File: src/rtl/vga_sync_receiver.sv
// -----------------------------------------------------------------------------
// vga_sync_receiver
//
// Sink end of a VGA-style display timing interface. Locks onto the incoming
// hSync/vSync pattern, checks every line and frame against the configured
// timing, and re-emits each active pixel with its x/y position.
//
// Optional feature: define VGA_RX_CRC_EN to build a 16-bit per-frame pixel
// checksum on frameSum. Without it, frameSum is tied to zero.
//
// Ports:
//   clk         system clock
//   reset       synchronous, active-high reset
//   pixEn       one-clk strobe per pixel; every input is sampled only then
//   hSync       horizontal sync, active low
//   vSync       vertical sync, active low
//   rgbIn       {R,G,B}, 4 bits each
//   x, y        active pixel column / line (0 outside the active window)
//   active      x/y/pixOut qualifier
//   pixOut      rgbIn while active, else 0
//   frameStart  one-clk pulse on the first active pixel of a locked frame
//   locked      timing lock achieved
//   syncErr     one-clk pulse on a timing violation while seeking or locked
//   frameCount  locked frames seen, wraps
//   frameSum    per-frame sum of active rgbIn values (VGA_RX_CRC_EN only)
// -----------------------------------------------------------------------------
module vga_sync_receiver #(
  parameter int H_ACTIVE = 640,
  parameter int H_FP     = 16,
  parameter int H_SYNC   = 96,
  parameter int H_BP     = 48,
  parameter int V_ACTIVE = 480,
  parameter int V_FP     = 10,
  parameter int V_SYNC   = 2,
  parameter int V_BP     = 33
) (
  input  logic        clk,
  input  logic        reset,
  input  logic        pixEn,
  input  logic        hSync,
  input  logic        vSync,
  input  logic [11:0] rgbIn,
  output logic [9:0]  x,
  output logic [8:0]  y,
  output logic        active,
  output logic [11:0] pixOut,
  output logic        frameStart,
  output logic        locked,
  output logic        syncErr,
  output logic [15:0] frameCount,
  output logic [15:0] frameSum
);

  localparam int H_TOTAL = H_ACTIVE + H_FP + H_SYNC + H_BP;
  localparam int V_TOTAL = V_ACTIVE + V_FP + V_SYNC + V_BP;

  localparam logic [9:0] H_LAST_C  = 10'(H_TOTAL - 1);
  localparam logic [9:0] V_LAST_C  = 10'(V_TOTAL - 1);
  localparam logic [9:0] H_START_C = 10'(H_SYNC + H_BP);
  localparam logic [9:0] H_END_C   = 10'(H_SYNC + H_BP + H_ACTIVE - 1);
  localparam logic [9:0] V_START_C = 10'(V_SYNC + V_BP);
  localparam logic [9:0] V_END_C   = 10'(V_SYNC + V_BP + V_ACTIVE - 1);
  localparam logic [9:0] V_BLANK_C = 10'(V_SYNC + V_BP + V_ACTIVE);

  typedef enum logic [1:0] {
    ST_UNLOCKED = 2'd0,
    ST_SEEK     = 2'd1,
    ST_LOCKED   = 2'd2
  } state_t;

  state_t      state_q, state_d;
  logic        hsync_prev_q, hsync_prev_d;
  logic        vsync_prev_q, vsync_prev_d;
  logic [9:0]  h_cnt_q, h_cnt_d;
  logic [9:0]  v_cnt_q, v_cnt_d;
  logic        v_arm_q, v_arm_d;

  logic [9:0]  x_q, x_d;
  logic [8:0]  y_q, y_d;
  logic        active_q, active_d;
  logic [11:0] pix_out_q, pix_out_d;
  logic        frame_start_q, frame_start_d;
  logic        locked_q, locked_d;
  logic        sync_err_q, sync_err_d;
  logic [15:0] frame_count_q, frame_count_d;

  logic        h_fall;
  logic        v_fall;
  logic        frame_evt;
  logic        h_err;
  logic        v_err;
  logic        timing_err;

  // ---------------------------------------------------------------------------
  // Sync edge detection and horizontal / vertical position counters
  // ---------------------------------------------------------------------------
  always_comb begin
    hsync_prev_d = hsync_prev_q;
    vsync_prev_d = vsync_prev_q;
    h_cnt_d      = h_cnt_q;
    v_cnt_d      = v_cnt_q;
    v_arm_d      = v_arm_q;
    h_fall       = 1'b0;
    v_fall       = 1'b0;
    frame_evt    = 1'b0;
    h_err        = 1'b0;
    v_err        = 1'b0;

    if (pixEn) begin
      h_fall       = hsync_prev_q & ~hSync;
      v_fall       = vsync_prev_q & ~vSync;
      hsync_prev_d = hSync;
      vsync_prev_d = vSync;

      // A line must end exactly at H_TOTAL-1; a missing edge also wraps.
      if (h_fall) begin
        h_cnt_d = '0;
        h_err   = (h_cnt_q != H_LAST_C);
      end else if (h_cnt_q == H_LAST_C) begin
        h_cnt_d = '0;
        h_err   = 1'b1;
      end else begin
        h_cnt_d = h_cnt_q + 10'd1;
      end

      // vSync falls somewhere in a line; it is consumed at the next line
      // start, or at this one if both edges land on the same sample.
      if (h_fall) begin
        v_arm_d = 1'b0;
        if (v_arm_q || v_fall) begin
          frame_evt = 1'b1;
          v_cnt_d   = '0;
          v_err     = (v_cnt_q != V_LAST_C);
        end else if (v_cnt_q == V_LAST_C) begin
          v_cnt_d = '0;
          v_err   = 1'b1;
        end else begin
          v_cnt_d = v_cnt_q + 10'd1;
        end
      end else if (v_fall) begin
        v_arm_d = 1'b1;
      end
    end
  end

  assign timing_err = h_err | v_err;

  // ---------------------------------------------------------------------------
  // Lock FSM: one clean frame (frame start to frame start) is needed to lock
  // ---------------------------------------------------------------------------
  always_comb begin
    state_d    = state_q;
    sync_err_d = 1'b0;

    if (pixEn) begin
      unique case (state_q)
        ST_UNLOCKED: begin
          if (frame_evt) state_d = ST_SEEK;
        end
        ST_SEEK: begin
          if (timing_err)     state_d = ST_UNLOCKED;
          else if (frame_evt) state_d = ST_LOCKED;
        end
        ST_LOCKED: begin
          if (timing_err) state_d = ST_UNLOCKED;
        end
        default: state_d = ST_UNLOCKED;
      endcase
      // Violations while unlocked are expected noise and are not reported.
      sync_err_d = timing_err && (state_q != ST_UNLOCKED);
    end
  end

  // ---------------------------------------------------------------------------
  // Registered pixel outputs, computed from the post-update counters so each
  // output reflects the pixel sampled on the same edge.
  // ---------------------------------------------------------------------------
  always_comb begin
    x_d           = x_q;
    y_d           = y_q;
    active_d      = active_q;
    pix_out_d     = pix_out_q;
    locked_d      = locked_q;
    frame_count_d = frame_count_q;
    frame_start_d = 1'b0;

    if (pixEn) begin
      locked_d = (state_d == ST_LOCKED);
      active_d = locked_d &&
                 (h_cnt_d >= H_START_C) && (h_cnt_d <= H_END_C) &&
                 (v_cnt_d >= V_START_C) && (v_cnt_d <= V_END_C);
      if (active_d) begin
        x_d       = h_cnt_d - H_START_C;
        y_d       = 9'(v_cnt_d - V_START_C);
        pix_out_d = rgbIn;
      end else begin
        x_d       = '0;
        y_d       = '0;
        pix_out_d = '0;
      end
      frame_start_d = active_d && (h_cnt_d == H_START_C) && (v_cnt_d == V_START_C);
      if (frame_start_d) frame_count_d = frame_count_q + 16'd1;
    end
  end

  always_ff @(posedge clk) begin
    if (reset) begin
      state_q       <= ST_UNLOCKED;
      hsync_prev_q  <= 1'b1;
      vsync_prev_q  <= 1'b1;
      h_cnt_q       <= '0;
      v_cnt_q       <= '0;
      v_arm_q       <= 1'b0;
      x_q           <= '0;
      y_q           <= '0;
      active_q      <= 1'b0;
      pix_out_q     <= '0;
      frame_start_q <= 1'b0;
      locked_q      <= 1'b0;
      sync_err_q    <= 1'b0;
      frame_count_q <= '0;
    end else begin
      state_q       <= state_d;
      hsync_prev_q  <= hsync_prev_d;
      vsync_prev_q  <= vsync_prev_d;
      h_cnt_q       <= h_cnt_d;
      v_cnt_q       <= v_cnt_d;
      v_arm_q       <= v_arm_d;
      x_q           <= x_d;
      y_q           <= y_d;
      active_q      <= active_d;
      pix_out_q     <= pix_out_d;
      frame_start_q <= frame_start_d;
      locked_q      <= locked_d;
      sync_err_q    <= sync_err_d;
      frame_count_q <= frame_count_d;
    end
  end

  assign x          = x_q;
  assign y          = y_q;
  assign active     = active_q;
  assign pixOut     = pix_out_q;
  assign frameStart = frame_start_q;
  assign locked     = locked_q;
  assign syncErr    = sync_err_q;
  assign frameCount = frame_count_q;

`ifdef VGA_RX_CRC_EN
  // ---------------------------------------------------------------------------
  // Per-frame checksum: restarts with the first active pixel, and the total is
  // captured when the first vertical blanking line begins.
  // ---------------------------------------------------------------------------
  logic [15:0] crc_acc_q, crc_acc_d;
  logic [15:0] frame_sum_q, frame_sum_d;

  always_comb begin
    crc_acc_d   = crc_acc_q;
    frame_sum_d = frame_sum_q;
    if (pixEn) begin
      if (frame_start_d)  crc_acc_d = {4'h0, rgbIn};
      else if (active_d)  crc_acc_d = crc_acc_q + {4'h0, rgbIn};
      if (h_fall && (v_cnt_d == V_BLANK_C)) frame_sum_d = crc_acc_q;
    end
  end

  always_ff @(posedge clk) begin
    if (reset) begin
      crc_acc_q   <= '0;
      frame_sum_q <= '0;
    end else begin
      crc_acc_q   <= crc_acc_d;
      frame_sum_q <= frame_sum_d;
    end
  end

  assign frameSum = frame_sum_q;
`else
  assign frameSum = 16'h0000;
`endif

endmodule

File: config.mk
export PLATFORM = sky130hd
export DESIGN_NAME = vga_sync_receiver
export DESIGN_NICKNAME = d
export VERILOG_FILES = /design/src/rtl/vga_sync_receiver.sv
export SDC_FILE = /design/constraint.sdc
export NUM_CORES = 1
export LEC_CHECK = 0
export ABC_AREA = 1
export BUFFER_PORTS_ARGS = -buffer_cell sky130_fd_sc_hd__buf_4
export CAP_MARGIN = 20
export CORE_UTILIZATION = 60
export DETAILED_ROUTE_END_ITERATION = 8
export HOLD_SLACK_MARGIN = 0.08
export MAX_ROUTING_LAYER = met4
export PLACE_DENSITY = 0.83
export SLEW_MARGIN = 20
export SYNTH_ARGS = -nofsm -noshare
export SYNTH_HDL_FRONTEND = slang
export SYNTH_SLANG_ARGS = --single-unit
File: constraint.sdc
create_clock -name clk -period 8.4 [get_ports clk]
set_input_delay 2.52 -clock clk [delete_from_list [all_inputs] [get_ports clk]]
set_output_delay 2.52 -clock clk [all_outputs]
set_load 0.05 [all_outputs]
==> impl_metrics.py <==
metrics = {
    "sta": {
        "final-hold-violation-count": 0,
        "holdWs_ps": 462,
        "final_clock_period_utilization_by_the_worst_path_pct": 64.1,
        "slew_violations": 0,
        "timing.fmax_mhz": 186,
        "tightest_slew_ps": 1120,
        "timing.slew.headroom_pct": 25.0,
        "fin_worst_skew_ps": 11.8,
        "final-setup-viol-count": 0,
        "fin_tns_setup_ps": 0,
        "unrepaired_setup_endpoints_after_global_routing": "no",
        "min_period_ps": 5390,
    },
    "synthesis": {
        "post_synth_instance_area_um2": 4210,
        "post_synth_num_cell_types": 42,
        "ys_seq_area_share_pct": 36.1,
        "syn_inst": 617,
        "yosys_most_used_dff": "dfxtp_1",
        "synthArstFlopShare_pct": 0,
        "ys_ff_latch": 76,
        "synthesized_area_per_cell_um2": 6.82,
        "synth_enable_flop_cells": 0,
        "ys.warnings.count": 0,
    },
    "worst_setup_path": {
        "cpMaxStageDelayCell": "nor3_4",
        "required_ps": 8670,
        "crit_chain": "buf_4 > nand3_1 > nor2_4 > xor2_1 > nor2_1 > inv_1 > ha_1 > inv_1 > nor2_1 > nand2_1 > o21ai_0 > nand2_1 > nand2_1 > nand2_2 > nor3_4 > nand2_1 > o21ai_0",
        "crit_arrival_ps": 5660,
        "cp.buffers_inverters": 3,
        "critical_path.startpoint_type": "primary input",
        "most_common_cell_type_on_the_critical_path": "nand2_1",
        "setup.worst_path.class": "primary input to flop",
        "cp-end-kind": "flop",
        "critPathTopFamily": "simple AND/OR/NAND/NOR gates",
        "critPathMaxStageDelay_ps": 670,
        "regToRegSetupSlack_ps": 4710,
        "maximum_net_fanout_on_the_critical_path": 35,
    },
    "grt": {
        "global_route.usage.total_pct": 29.3,
        "grt_first_pass_wirelength_um": 16700,
        "first_global_vias": 3688,
        "grt_start_max_net_pins": 37,
        "antenna_found_initial": 0,
        "grt.overflow.total": 0,
    },
    "placed_design": {
        "placement.io_buffers": 67,
        "finalWeightedCongestion": 0.875,
        "place.detailed.hpwl_um": 7300,
        "detailed_place.area_um2": 4670,
    },
    "die": {
        "dieWidth_um": 85.8,
        "start_util_pct": 62.0,
        "chipHeight_um": 85.8,
        "dieArea_um2": 7350,
        "placement_rows": 30,
        "top_level_ports": 84,
        "core_area_um2": 6790,
    },
    "detailed_routing": {
        "wl_um": 10200,
        "detail_route.iter0.violations": 202,
        "drcViolationCount": 0,
        "dr.pass1.iters": 5,
        "vias_per_cell": 5.33,
        "vias": 4138,
        "detail_route.wl_per_cell_um": 13.2,
        "drt.antenna.violating_nets": 0,
    },
    "clocking": {
        "count_of_hold_buffers_inserted_by_post_cts_repair": 0,
        "clk_pin_slew_worst_paths_ps": 80,
        "cts.repair_timing.setup_buffer_count": 0,
        "cts.htree.levels": 3,
        "ctsResizeCount": 0,
        "clk_path_buf_depth": 2,
        "clock_tree.root_cell": "clkbuf_8",
        "numClockSinks": 76,
        "cts_buffers": 9,
        "tritoncts": "yes",
        "latest_clock_arrival_within_the_worst_skew_pair_ps": 360,
    },
    "pwr": {
        "vdd_drop_max_mv": 0.105,
        "power_density_nw_per_um2": 141,
        "p_leak_uw": 0.00231,
    },
    "finish": {
        "nNetsFinal": 702,
        "finish.instance_area_um2": 4880,
        "utilization_pct": 71.8,
        "n_antenna_cell": 0,
        "post_route_cells_drive_above_1_share_pct": 18.8,
        "areaGrowthSynthToFinish_pct": 16.0,
    },
    "hold_path": {
        "hold_path_class": "flop to flop",
    },
    "run_status": {
        "outcome": "finished clean",
    },
    "run": {
        "cap_violations": 0,
    },
}
placed cells by master (no fill, tap or decap), types with 2 or more instances in the layout:
cell type | netlist | layout
nand3b_1 | 4 | 4
o211ai_1 | 2 | 2
or2_2 | 3 | 3
nand2_2 | 13 | 13
nand4_1 | 28 | 28
clkinv_4 | 0 | 4
xnor2_1 | 2 | 2
nor2_2 | 5 | 6
nand2_1 | 168 | 168
nand3_2 | 4 | 4
xor2_1 | 5 | 5
dfxtp_1 | 76 | 76
o21ai_1 | 12 | 12
clkbuf_8 | 0 | 10
o21bai_1 | 2 | 2
nand3_1 | 41 | 41
nor3_1 | 11 | 11
inv_2 | 6 | 6
nand3_4 | 3 | 3
ha_1 | 9 | 9
inv_1 | 69 | 69
o21ai_0 | 17 | 17
a21oi_1 | 12 | 12
o31ai_1 | 4 | 4
buf_4 | 20 | 67
conb_1 | 1 | 16
nor2_4 | 4 | 4
nor2_1 | 69 | 68
cell usage after synthesis (2+ instances only):
master	number	share of area, %
o21bai_1	2	0.36
nand3_1	41	4.9
xnor2_1	2	0.42
o211ai_1	2	0.36
nand3b_1	4	0.71
a21oi_1	12	1.4
buf_2	2	0.24
nor3_1	11	1.3
nor2_1	69	6.2
clkbuf_1	10	0.89
or2_2	3	0.45
o21ai_1	12	1.4
nand2_1	168	15
nand2_2	13	1.9
nand4_1	28	4.2
nand3_2	4	0.95
buf_6	2	0.54
nor2_2	5	0.74
ha_1	9	2.7
o21ai_0	17	2.0
o31ai_1	4	0.71
inv_2	6	0.54
inv_1	69	6.2
nand3_4	3	1.2
xor2_1	5	1.0
buf_4	20	3.6
nor2_4	4	1.1
dfxtp_1	76	36
worst min-delay path, stage by stage (launching register included):
cell and delay (ps):
dfxtp_1 320, nand2_1 60, nand2_1 50
kinds of logic after synthesis:
family	Yosys count	share of synthesized area (%)
compound gates	54	7.28
flops	76	36.1
other cells	1	0.0891
buf+inv	111	12.1
fa+ha+maj	9	2.68
simple gates	359	40.3
xor+xnor	7	1.46
per-stage QoR:
| step | setup slack [ps] | cells | total power (µW) |
|---|---|---|---|
| finish | 3010 | 777 | 687 |
| global route | 2700 | 777 | 705 |
| CTS | 3040 | 776 | 685 |
| detailed placement | 2730 | 760 | 427 |
| global placement | 2870 | 760 | 426 |
| floorplan | 3810 | 632 | 421 |
layout make-up:
class	count	area [µm²]
fillers	584	1910
well taps	96	120
repair buffers	68	531
clock inverters	6	48.8
multi-input cells	445	2240
flip-flops and latches	76	1520
inverters	76	285
clock buffers	10	138
final timing paths:
| kind | endpoint | from | depth (start not counted) |
|---|---|---|---|
| min | y[7] | y[7] | 2 |
| min reg2reg | y[7] | y[7] | 2 |
| max | y[0] | pixEn | 17 |
| max reg2reg | y[0] | h_cnt_q[0] | 20 |
flip-flops by register name, summed over array words and instances (netlist names):
register,count
syncErr,1
frameCount,16
state_q,2
pixOut,12
y,9
frameStart,1
x,10
v_cnt_q,10
active,1
v_arm_q,1
vsync_prev_q,1
hsync_prev_q,1
h_cnt_q,10
locked,1
routing by layer:
| metal | part of all wire, % | GRT usage, % | vias up |
|---|---|---|---|
| met5 | 0 | - | - |
| met4 | 1.5 | 9.55 | 0 |
| met3 | 6.9 | 4.62 | 17 |
| met2 | 47 | 47.9 | 157 |
| met1 | 45 | 37.3 | 1905 |
| li1 | - | - | 2059 |
where the power goes:
group	internal, µW	leakage, µW	switching (µW)
clock network	118	0.0000968	148
logic	13.1	0.00160	43.2
registers	362	0.000613	2.46
total	493	0.00231	193
(Power assumes the default switching activity.)
